**config.mk**
```make
export PLATFORM = sky130hd
export DESIGN_NAME = peak_frame_receiver
export DESIGN_NICKNAME = d
export VERILOG_FILES = /design/src/rtl/peak_frame_receiver_pkg.sv /design/src/rtl/peak_rx_max_tracker.sv /design/src/rtl/peak_frame_receiver.sv
export SDC_FILE = /design/constraint.sdc
export NUM_CORES = 1
export LEC_CHECK = 0
export ABC_AREA = 1
export CAP_MARGIN = 20
export CELL_PAD_IN_SITES_DETAIL_PLACEMENT = 1
export CELL_PAD_IN_SITES_GLOBAL_PLACEMENT = 2
export CORE_MARGIN = 4
export CORE_UTILIZATION = 25
export CTS_BUF_LIST = sky130_fd_sc_hd__clkbuf_16
export DETAILED_ROUTE_END_ITERATION = 10
export PLACE_DENSITY_LB_ADDON = 0.1
export SYNTH_ARGS = -nofsm -noshare
export SYNTH_HDL_FRONTEND = slang
export SYNTH_SLANG_ARGS = --single-unit
```
**constraint.sdc**
```tcl
create_clock -name SysClk -period 1.43 [get_ports SysClk]
set_input_delay 0.143 -clock SysClk [delete_from_list [all_inputs] [get_ports SysClk]]
set_output_delay 0.143 -clock SysClk [all_outputs]
set_load 0.01 [all_outputs]
```
**src/rtl/peak_frame_receiver_pkg.sv**
```systemverilog
// Shared definitions for the peak frame receiver: marker bytes, FSM state
// encoding, word/index types and the largest word value a frame can carry.
package peak_frame_receiver_pkg;

    typedef logic [15:0] word_t;
    typedef logic [8:0]  index_t;

    localparam logic [7:0] MARK_BYTE  = 8'hFF;
    localparam logic [7:0] START_CODE = 8'h20;
    localparam logic [7:0] STOP_CODE  = 8'h80;

    // Largest value a data word can take (255*255); a high byte of FF never
    // occurs in data, which keeps markers unambiguous.
    localparam word_t PEAK_CEIL = 16'hFE01;

    typedef enum logic [2:0] {
        HUNT    = 3'd0,
        SYNC    = 3'd1,
        DATA_HI = 3'd2,
        DATA_LO = 3'd3,
        MARK    = 3'd4
    } state_e;

endpackage

```
**src/rtl/peak_rx_max_tracker.sv**
```systemverilog
// Running maximum of the words of the current frame. The running value is
// cleared at frame start and published on commit (a valid stop marker).
// Ties keep the earliest index because only a strictly larger word replaces
// the running maximum.
module peak_rx_max_tracker
    import peak_frame_receiver_pkg::*;
(
    input  logic   clk,
    input  logic   rst_n,
    input  logic   clear_i,
    input  logic   word_valid_i,
    input  word_t  word_i,
    input  index_t index_i,
    input  logic   commit_i,
    output word_t  max_word_o,
    output index_t max_index_o
);

    word_t  run_max_q;
    index_t run_idx_q;
    word_t  max_word_q;
    index_t max_index_q;
    logic   at_ceil;

    // Once the running max sits at the ceiling nothing in the frame can beat it.
    assign at_ceil = (run_max_q == PEAK_CEIL);

    // Running maximum over the words of the frame in progress.
    always_ff @(posedge clk or negedge rst_n) begin
        if (!rst_n) begin
            run_max_q <= '0;
            run_idx_q <= '0;
        end else if (clear_i) begin
            run_max_q <= '0;
            run_idx_q <= '0;
        end else if (word_valid_i && !at_ceil && (word_i > run_max_q)) begin
            run_max_q <= word_i;
            run_idx_q <= index_i;
        end
    end

    // Published result, held until the next completed frame.
    always_ff @(posedge clk or negedge rst_n) begin
        if (!rst_n) begin
            max_word_q  <= '0;
            max_index_q <= '0;
        end else if (commit_i) begin
            max_word_q  <= run_max_q;
            max_index_q <= run_idx_q;
        end
    end

    assign max_word_o  = max_word_q;
    assign max_index_o = max_index_q;

endmodule

```
**src/rtl/peak_frame_receiver.sv**
```systemverilog
// Peak frame receiver: finds FF,START markers in a byte stream, rebuilds
// 16-bit words from hi/lo byte pairs, and closes the frame on FF,STOP.
// Build option: define PEAK_RX_MAXTRACK_EN to report the largest word of each
// completed frame on MaxWord/MaxIndex; otherwise those outputs are tied to 0.
//
// state   | meaning
// --------+-----------------------------------------------------------
// HUNT    | waiting for a marker byte FF
// SYNC    | seen FF, expecting START_CODE
// DATA_HI | expecting a word high byte or the FF of a marker
// DATA_LO | high byte latched, expecting the low byte
// MARK    | FF seen inside a frame, expecting STOP_CODE (or a restart)
module peak_frame_receiver
    import peak_frame_receiver_pkg::*;
#(
    parameter int         MAX_WORDS  = 256,
    parameter logic [7:0] START_CODE = peak_frame_receiver_pkg::START_CODE,
    parameter logic [7:0] STOP_CODE  = peak_frame_receiver_pkg::STOP_CODE
) (
    input  logic        SysClk,
    input  logic        ResetN,
    input  logic [7:0]  RxData,
    input  logic        RxValid,
    output logic [15:0] WordOut,
    output logic        WordValid,
    output logic [8:0]  WordIndex,
    output logic        FrameDone,
    output logic [8:0]  FrameCount,
    output logic        FrameError,
    output logic [15:0] MaxWord,
    output logic [8:0]  MaxIndex
);

    localparam index_t MAX_CNT = index_t'(MAX_WORDS);

    state_e state_q;
    index_t count_q;
    logic [7:0] hi_q;
    word_t  word_out_q;
    index_t word_index_q;
    logic   word_valid_q;
    logic   frame_done_q;
    logic   frame_error_q;
    index_t frame_count_q;

    // Protocol FSM with registered word/frame outputs; pulses last one cycle.
    always_ff @(posedge SysClk or negedge ResetN) begin
        if (!ResetN) begin
            state_q       <= HUNT;
            count_q       <= '0;
            hi_q          <= '0;
            word_out_q    <= '0;
            word_index_q  <= '0;
            word_valid_q  <= 1'b0;
            frame_done_q  <= 1'b0;
            frame_error_q <= 1'b0;
            frame_count_q <= '0;
        end else begin
            word_valid_q  <= 1'b0;
            frame_done_q  <= 1'b0;
            frame_error_q <= 1'b0;
            if (RxValid) begin
                case (state_q)
                    HUNT: begin
                        if (RxData == MARK_BYTE) state_q <= SYNC;
                    end
                    SYNC: begin
                        if (RxData == START_CODE) begin
                            count_q <= '0;
                            state_q <= DATA_HI;
                        end else if (RxData != MARK_BYTE) begin
                            state_q <= HUNT;
                        end
                    end
                    DATA_HI: begin
                        if (RxData == MARK_BYTE) begin
                            state_q <= MARK;
                        end else begin
                            hi_q    <= RxData;
                            state_q <= DATA_LO;
                        end
                    end
                    DATA_LO: begin
                        if (count_q == MAX_CNT) begin
                            // Frame overflow: drop the word and resynchronise.
                            frame_error_q <= 1'b1;
                            state_q       <= HUNT;
                        end else begin
                            word_out_q   <= {hi_q, RxData};
                            word_index_q <= count_q;
                            word_valid_q <= 1'b1;
                            count_q      <= count_q + index_t'(1);
                            state_q      <= DATA_HI;
                        end
                    end
                    MARK: begin
                        if (RxData == STOP_CODE) begin
                            frame_done_q  <= 1'b1;
                            frame_count_q <= count_q;
                            state_q       <= HUNT;
                        end else if (RxData == START_CODE) begin
                            // Unterminated frame followed by a new start: restart.
                            frame_error_q <= 1'b1;
                            count_q       <= '0;
                            state_q       <= DATA_HI;
                        end else begin
                            frame_error_q <= 1'b1;
                            state_q       <= HUNT;
                        end
                    end
                    default: state_q <= HUNT;
                endcase
            end
        end
    end

    assign WordOut    = word_out_q;
    assign WordValid  = word_valid_q;
    assign WordIndex  = word_index_q;
    assign FrameDone  = frame_done_q;
    assign FrameCount = frame_count_q;
    assign FrameError = frame_error_q;

`ifdef PEAK_RX_MAXTRACK_EN
    logic trk_clear;
    logic trk_word;
    logic trk_commit;

    // Tracker strobes decoded from the same conditions the FSM acts on.
    always_comb begin
        trk_clear  = 1'b0;
        trk_word   = 1'b0;
        trk_commit = 1'b0;
        if (RxValid) begin
            trk_clear  = (RxData == START_CODE) && ((state_q == SYNC) || (state_q == MARK));
            trk_word   = (state_q == DATA_LO) && (count_q != MAX_CNT);
            trk_commit = (state_q == MARK) && (RxData == STOP_CODE);
        end
    end

    peak_rx_max_tracker u_max_tracker (
        .clk          (SysClk),
        .rst_n        (ResetN),
        .clear_i      (trk_clear),
        .word_valid_i (trk_word),
        .word_i       ({hi_q, RxData}),
        .index_i      (count_q),
        .commit_i     (trk_commit),
        .max_word_o   (MaxWord),
        .max_index_o  (MaxIndex)
    );
`else
    assign MaxWord  = '0;
    assign MaxIndex = '0;
`endif

endmodule

```
; Word level (Yosys, flattened, before mapping)
; Cells that the tools add are included.
[totals]
output_inout_bits = 62
in_bits = 11
reg_bits = 57
word_cells = 54
[classes]
reduce_logical = 7
addsub = 1
n_bitwise = 2
eq_ne = 13
muxes = 22
[ops]
columns = op, count
row1 = 2-to-1 mux 9 bit, 3
row2 = case mux 9 bit (3 select lines), 1
row3 = == test 8 bit (second input constant), 2
row4 = case mux 3 bit (5 select lines), 1
row5 = 2-to-1 mux 3 bit, 4
row6 = AND reduction 3 bit, 4
row7 = adder 9 x 1 -> 9 bit (second input constant), 1
row8 = == test 9 bit (second input constant), 1
row9 = 2-to-1 mux 1 bit, 9
row10 = == test 8 x 6 -> 1 bit (second input constant), 1
row11 = != test 8 bit (second input constant), 1
row12 = == test 3 x 2 -> 1 bit (second input constant), 2
row13 = 2-to-1 mux 2 bit, 3
row14 = != test 2 bit (second input constant), 3
row15 = AND reduction 4 bit, 1
row16 = == test 3 x 1 -> 1 bit (second input constant), 1
row17 = == test 3 bit (second input constant), 1
row18 = zero test 3 bit, 1
row19 = != test 3 bit (second input constant), 1
row20 = nonzero test 3 bit, 1
row21 = NOT 1 bit, 2
row22 = case mux 1 bit (2 select lines), 1

; Logic depth before layout (Yosys ltp)
[logic_depth]
word_depth = 4
ltp_mapped = 10
ltp_nobuf = 10

; Worst setup path before layout
; Ideal clock, no wire load.
[synth_timing]
kind = register to register
start = register count_q[0]
end = register word_index_q[8] (netlist: WordIndex[8])
arrival_ns = 1.367
t_required_ns = 1.311
path_stages_with_launch = 10
path_buffers = 1
setup_slack_ns = -0.056
path_cell_list = dfrtp_1 > inv_1 > ha_1 > nand2_1 > inv_1 > nand2_1 > o21ai_4 > nor2_8 > buf_6 > o21a_1
[synth_via]
elab_chain_cells = 3
[synth_lines]
columns = item, line
row1 = "start, declared", peak_frame_receiver.sv:37  ; index_t count_q;
row2 = "start signal, assigned", peak_frame_receiver.sv:92  ; count_q <= count_q + index_t'(1);
row3 = == test 9 bit, peak_frame_receiver.sv:84  ; if (count_q == MAX_CNT) begin
row4 = NOT 1 bit (no source line), --
row5 = AND reduction 3 bit (no source line), --
row6 = "end signal, assigned", peak_frame_receiver.sv:90  ; word_index_q <= count_q;
row7 = "end, declared", peak_frame_receiver.sv:40  ; index_t word_index_q;
; No other way between the ends.
; A chain may end at the register's enable or synchronous reset.

; Worst setup path after layout
[layout_timing]
start = register state_q[0]
end = register word_out_q[14] (netlist: WordOut[14])
[layout_via]
elab_chain_cells = 2
[layout_lines]
columns = item, line
row1 = "start, declared", peak_frame_receiver.sv:36  ; state_e state_q;
row2 = "start signal, assigned", peak_frame_receiver.sv:49  ; state_q <= HUNT;
row3 = "start signal, assigned", peak_frame_receiver.sv:65  ; if (RxData == MARK_BYTE) state_q <= SYNC;
row4 = "start signal, assigned", peak_frame_receiver.sv:70  ; state_q <= DATA_HI;
row5 = == test 3 x 2 -> 1 bit, peak_frame_receiver.sv:63  ; case (state_q)
row6 = AND reduction 3 bit (no source line), --
row7 = "end signal, assigned", peak_frame_receiver.sv:89  ; word_out_q <= {hi_q, RxData};
row8 = "end, declared", peak_frame_receiver.sv:39  ; word_t word_out_q;
; No other way between the ends.

==> impl_results.md <==
* Final Non-Filler Cells at just under 600
* Synth Area per Inst at between 8 and 9 sq um
* Ys flop type: dfrtp_1
* Final Hold Vio Count at 0
* Post-synth cell types at 26
* Unrepaired setup endpoints after global routing: yes
* Critical path endpoint category: flip-flop
* Placed Instances at roughly 550
* Post-synthesis cell count at roughly 320
* # rows at 38
* Crit path launch type: flip-flop
* Initial Util at between 20 and 30%
* M2 GR Usage at a little under a quarter
* Gr busiest metal: met2
* CTS sink count at between 50 and 60
* CTS root buf: clkbuf_16
* Die H at between 100 and 150 um
* Total power at 6.97 mW
* Total grt overflow at 0
* Gpl congestion at ~0.74
* Post-synth EDFFs at 0
* Die area at roughly 13000 sq um
* Max Slew Vio Count at 0
* Routed len/inst at around 14 um
* First-pass GRT wire length at 13300 um
* Tot GR Track Use at 13.3%
* Clk_skew at 0.0106 ns
* Failing checks: negative setup slack
* Vias post-DR at 2430
* Vias in the first global route at 2597
* Pwr/cell area at roughly 1600 nW/um^2
* Detailed placer's ending HPWL at roughly 5700 um
* DRT iter0 DRCs at between 80 and 90
* H-Tree Depth at 3
* Met3 usage at 3.29%
* Vias/cell at about 4.2
* Top-count cell post-synth: nand2_1
* Worst-path fanout max at 8
* NumNets Final at between 400 and 500
* Hold Path Class: in2async
* VDD IR-drop max at ~0.00075 V
* Largest net degree at the start of global routing at 58
* PortBufs at between 40 and 50
* Share of post-route cells with drive strength above 1 at about a third
* Initial antenna violation count at 0
* Fmax at approximately 610 MHz
* Max Cap Viol at 0
* Hold_ws at between 0.3 and 0.4 ns
* Post-Route WL at 8160 um
* Core Box Area at between 10000 and 15000 sq um
* Die Span X at approximately 110 um
* Mapped Area at 2780 sq um
* Clock-pin slew on the worst setup and hold paths at about 0.060 ns
* Async SR Flop Fraction at 100%
* Synth warn at 0
* Data arrival, critical path at 1.85 ns
* Max Root-Sink Buffers at 2
* Leading area contributor after synthesis: dfrtp_1
* Fin crit share at 114%
* Largest cells by area after synthesis: dfrtp_1 (51%), nand2_1 (15%), buf_4 (7.0%)
* Final setup fails at 49
* Critical path class: reg2reg
* Clk Latency, worst-skew pair at 0.33 ns
* Layout area overhead at 59.9%
* First-pass detailed-route iteration total at 4
* Crit path time final at between 1.5 and 2 ns
* CTS tree: yes
* ANT cells at 0
* Run status: finished, violations left
* Met1 Track Usage GR at between 10% and 20%
* Worst setup margin at -0.198 ns
* ANT nets after route at 0
* Yosys top cell area share at 51.3%
* Drt drc at 0
* Number of I/O pins at 73
* Register area share after synthesis at between 50% and 60%
* Post-synth top cells: nand2_1 (112), dfrtp_1 (57), o21ai_0 (28), buf_4 (26), inv_1 (20)
* Critical Path RT at around 1.7 ns
* Flops & latches, synth at 57
* CTS Buf Count at 9
* Leakage Power at approximately 2.2 nW
[placed cells by master (no fill, tap or decap), types with 2 or more instances in the layout]
| cell type | instances |
|---|---|
| nand2_1 | 74 |
| dfrtp_1 | 56 |
| buf_4 | 45 |
| clkdlybuf4s50_1 | 41 |
| nand2_2 | 33 |
| conb_1 | 25 |
| buf_6 | 22 |
| o21ai_0 | 20 |
| o21a_1 | 17 |
| inv_1 | 16 |
| nor2_1 | 14 |
| clkbuf_16 | 10 |
| nand3_1 | 7 |
| inv_2 | 6 |
| nand2_4 | 5 |
| o21ai_1 | 5 |
| nor2_2 | 4 |
| xor2_1 | 4 |
| o21ai_2 | 4 |
| dlymetal6s2s_1 | 4 |
| nor2_4 | 3 |
| nor3_4 | 3 |
| nand3b_1 | 3 |
| inv_6 | 3 |
| buf_12 | 3 |
| a21oi_1 | 2 |
[per-layer routing]
metal	vias to the layer above	share of wire, %	wire length [um]
met2	39	51	4180
met4	0	1.4	111
met5	-	0	0
met3	11	3.7	298
met1	1174	44	3570
li1	1206	-	-
[area by class of cell]
type                            instances  area, sq um
Clock inverter                          7         76.3
Clock buffer                            9          225
Tap cell                              140          175
Fill cell                            1243         6400
Sequential cell                        57         1430
Multi-Input combinational cell        231         1300
Timing Repair Buffer                  119         1150
Inverter                               22         82.6
[flip-flops by register name, indices dropped and copies added (netlist names)]
name        cells
state_q         3
hi_q            8
WordOut        16
WordValid       1
FrameDone       1
count_q         9
FrameError      1
WordIndex       9
FrameCount      9
[report_power, final]
part           switching, mW  internal (mW)  leakage, nW  total [mW]
sequential             0.250           2.08        0.730        2.33
combinational           1.12           1.31         1.34        2.44
clock                  0.832           1.36        0.144        2.20
[stage by stage]
step / setup WS, ns / cell area [sq um] / util [%] / setup TNS [ns]
after floorplan: -0.0493 / 2870 / - / -0.613
after global placement: -0.338 / 3700 / 34.1 / -10.24
after detailed placement: -0.355 / 3700 / 34.1 / -11.39
after CTS: -0.189 / 4240 / 39.1 / -4.37
after global routing: -0.289 / 4440 / 41.0 / -10.28
final: -0.198 / 4440 / 41.0 / -4.99
[worst max-delay path: stages (launching register included)]
cell and delay (ns):
dfrtp_1 0.45, inv_2 0.09, nor3_4 0.25, o21ai_4 0.12
nor2_8 0.22, buf_6 0.15, buf_6 0.10, nand2_1 0.05
o21a_1 0.10
[path summary, 6_finish.rpt]
path,startpoint,end,slack (ns),cells past startpoint
setup / recovery,state_q[0]$_DFFE_PN0P_,WordOut[14]$_DFFE_PN0P_,-0.20,8
setup reg to reg,state_q[0]$_DFFE_PN0P_,WordOut[14]$_DFFE_PN0P_,-0.20,8
min in group SysClk,RxData[4],WordOut[4]$_DFFE_PN0P_,0.35,4
hold reg to reg,WordOut[11]$_DFFE_PN0P_,WordOut[11]$_DFFE_PN0P_,0.48,1
hold / removal,ResetN,WordOut[4]$_DFFE_PN0P_,0.35,3
max in group asynchronous,ResetN,state_q[2]$_DFFE_PN0P_,0.80,3
[cell families (layout without fill, tap and decap cells)]
family | count (synthesis) | in the layout | synth area share, %
buffers and inverters | 59 | 157 | 12.8
AND/OR/NAND/NOR | 150 | 150 | 22.6
flip-flops | 57 | 57 | 51.3
AO/OA/AOI/OAI | 50 | 50 | 10.9
other | 1 | 25 | 0.135
adder cells (fa/ha/maj) | 2 | 2 | 0.900
XOR/XNOR | 4 | 4 | 1.26
[repair_timing]
action                                  CTS  global route
gates cloned                              2             1
gates resized for setup                  46            61
buffers inserted                          9             6
pin swaps                                21            18
endpoints found under the setup margin   55            61
hold buffers                              1             0
hold endpoints to repair                 57             0
Power figures use the tool's default switching activity.
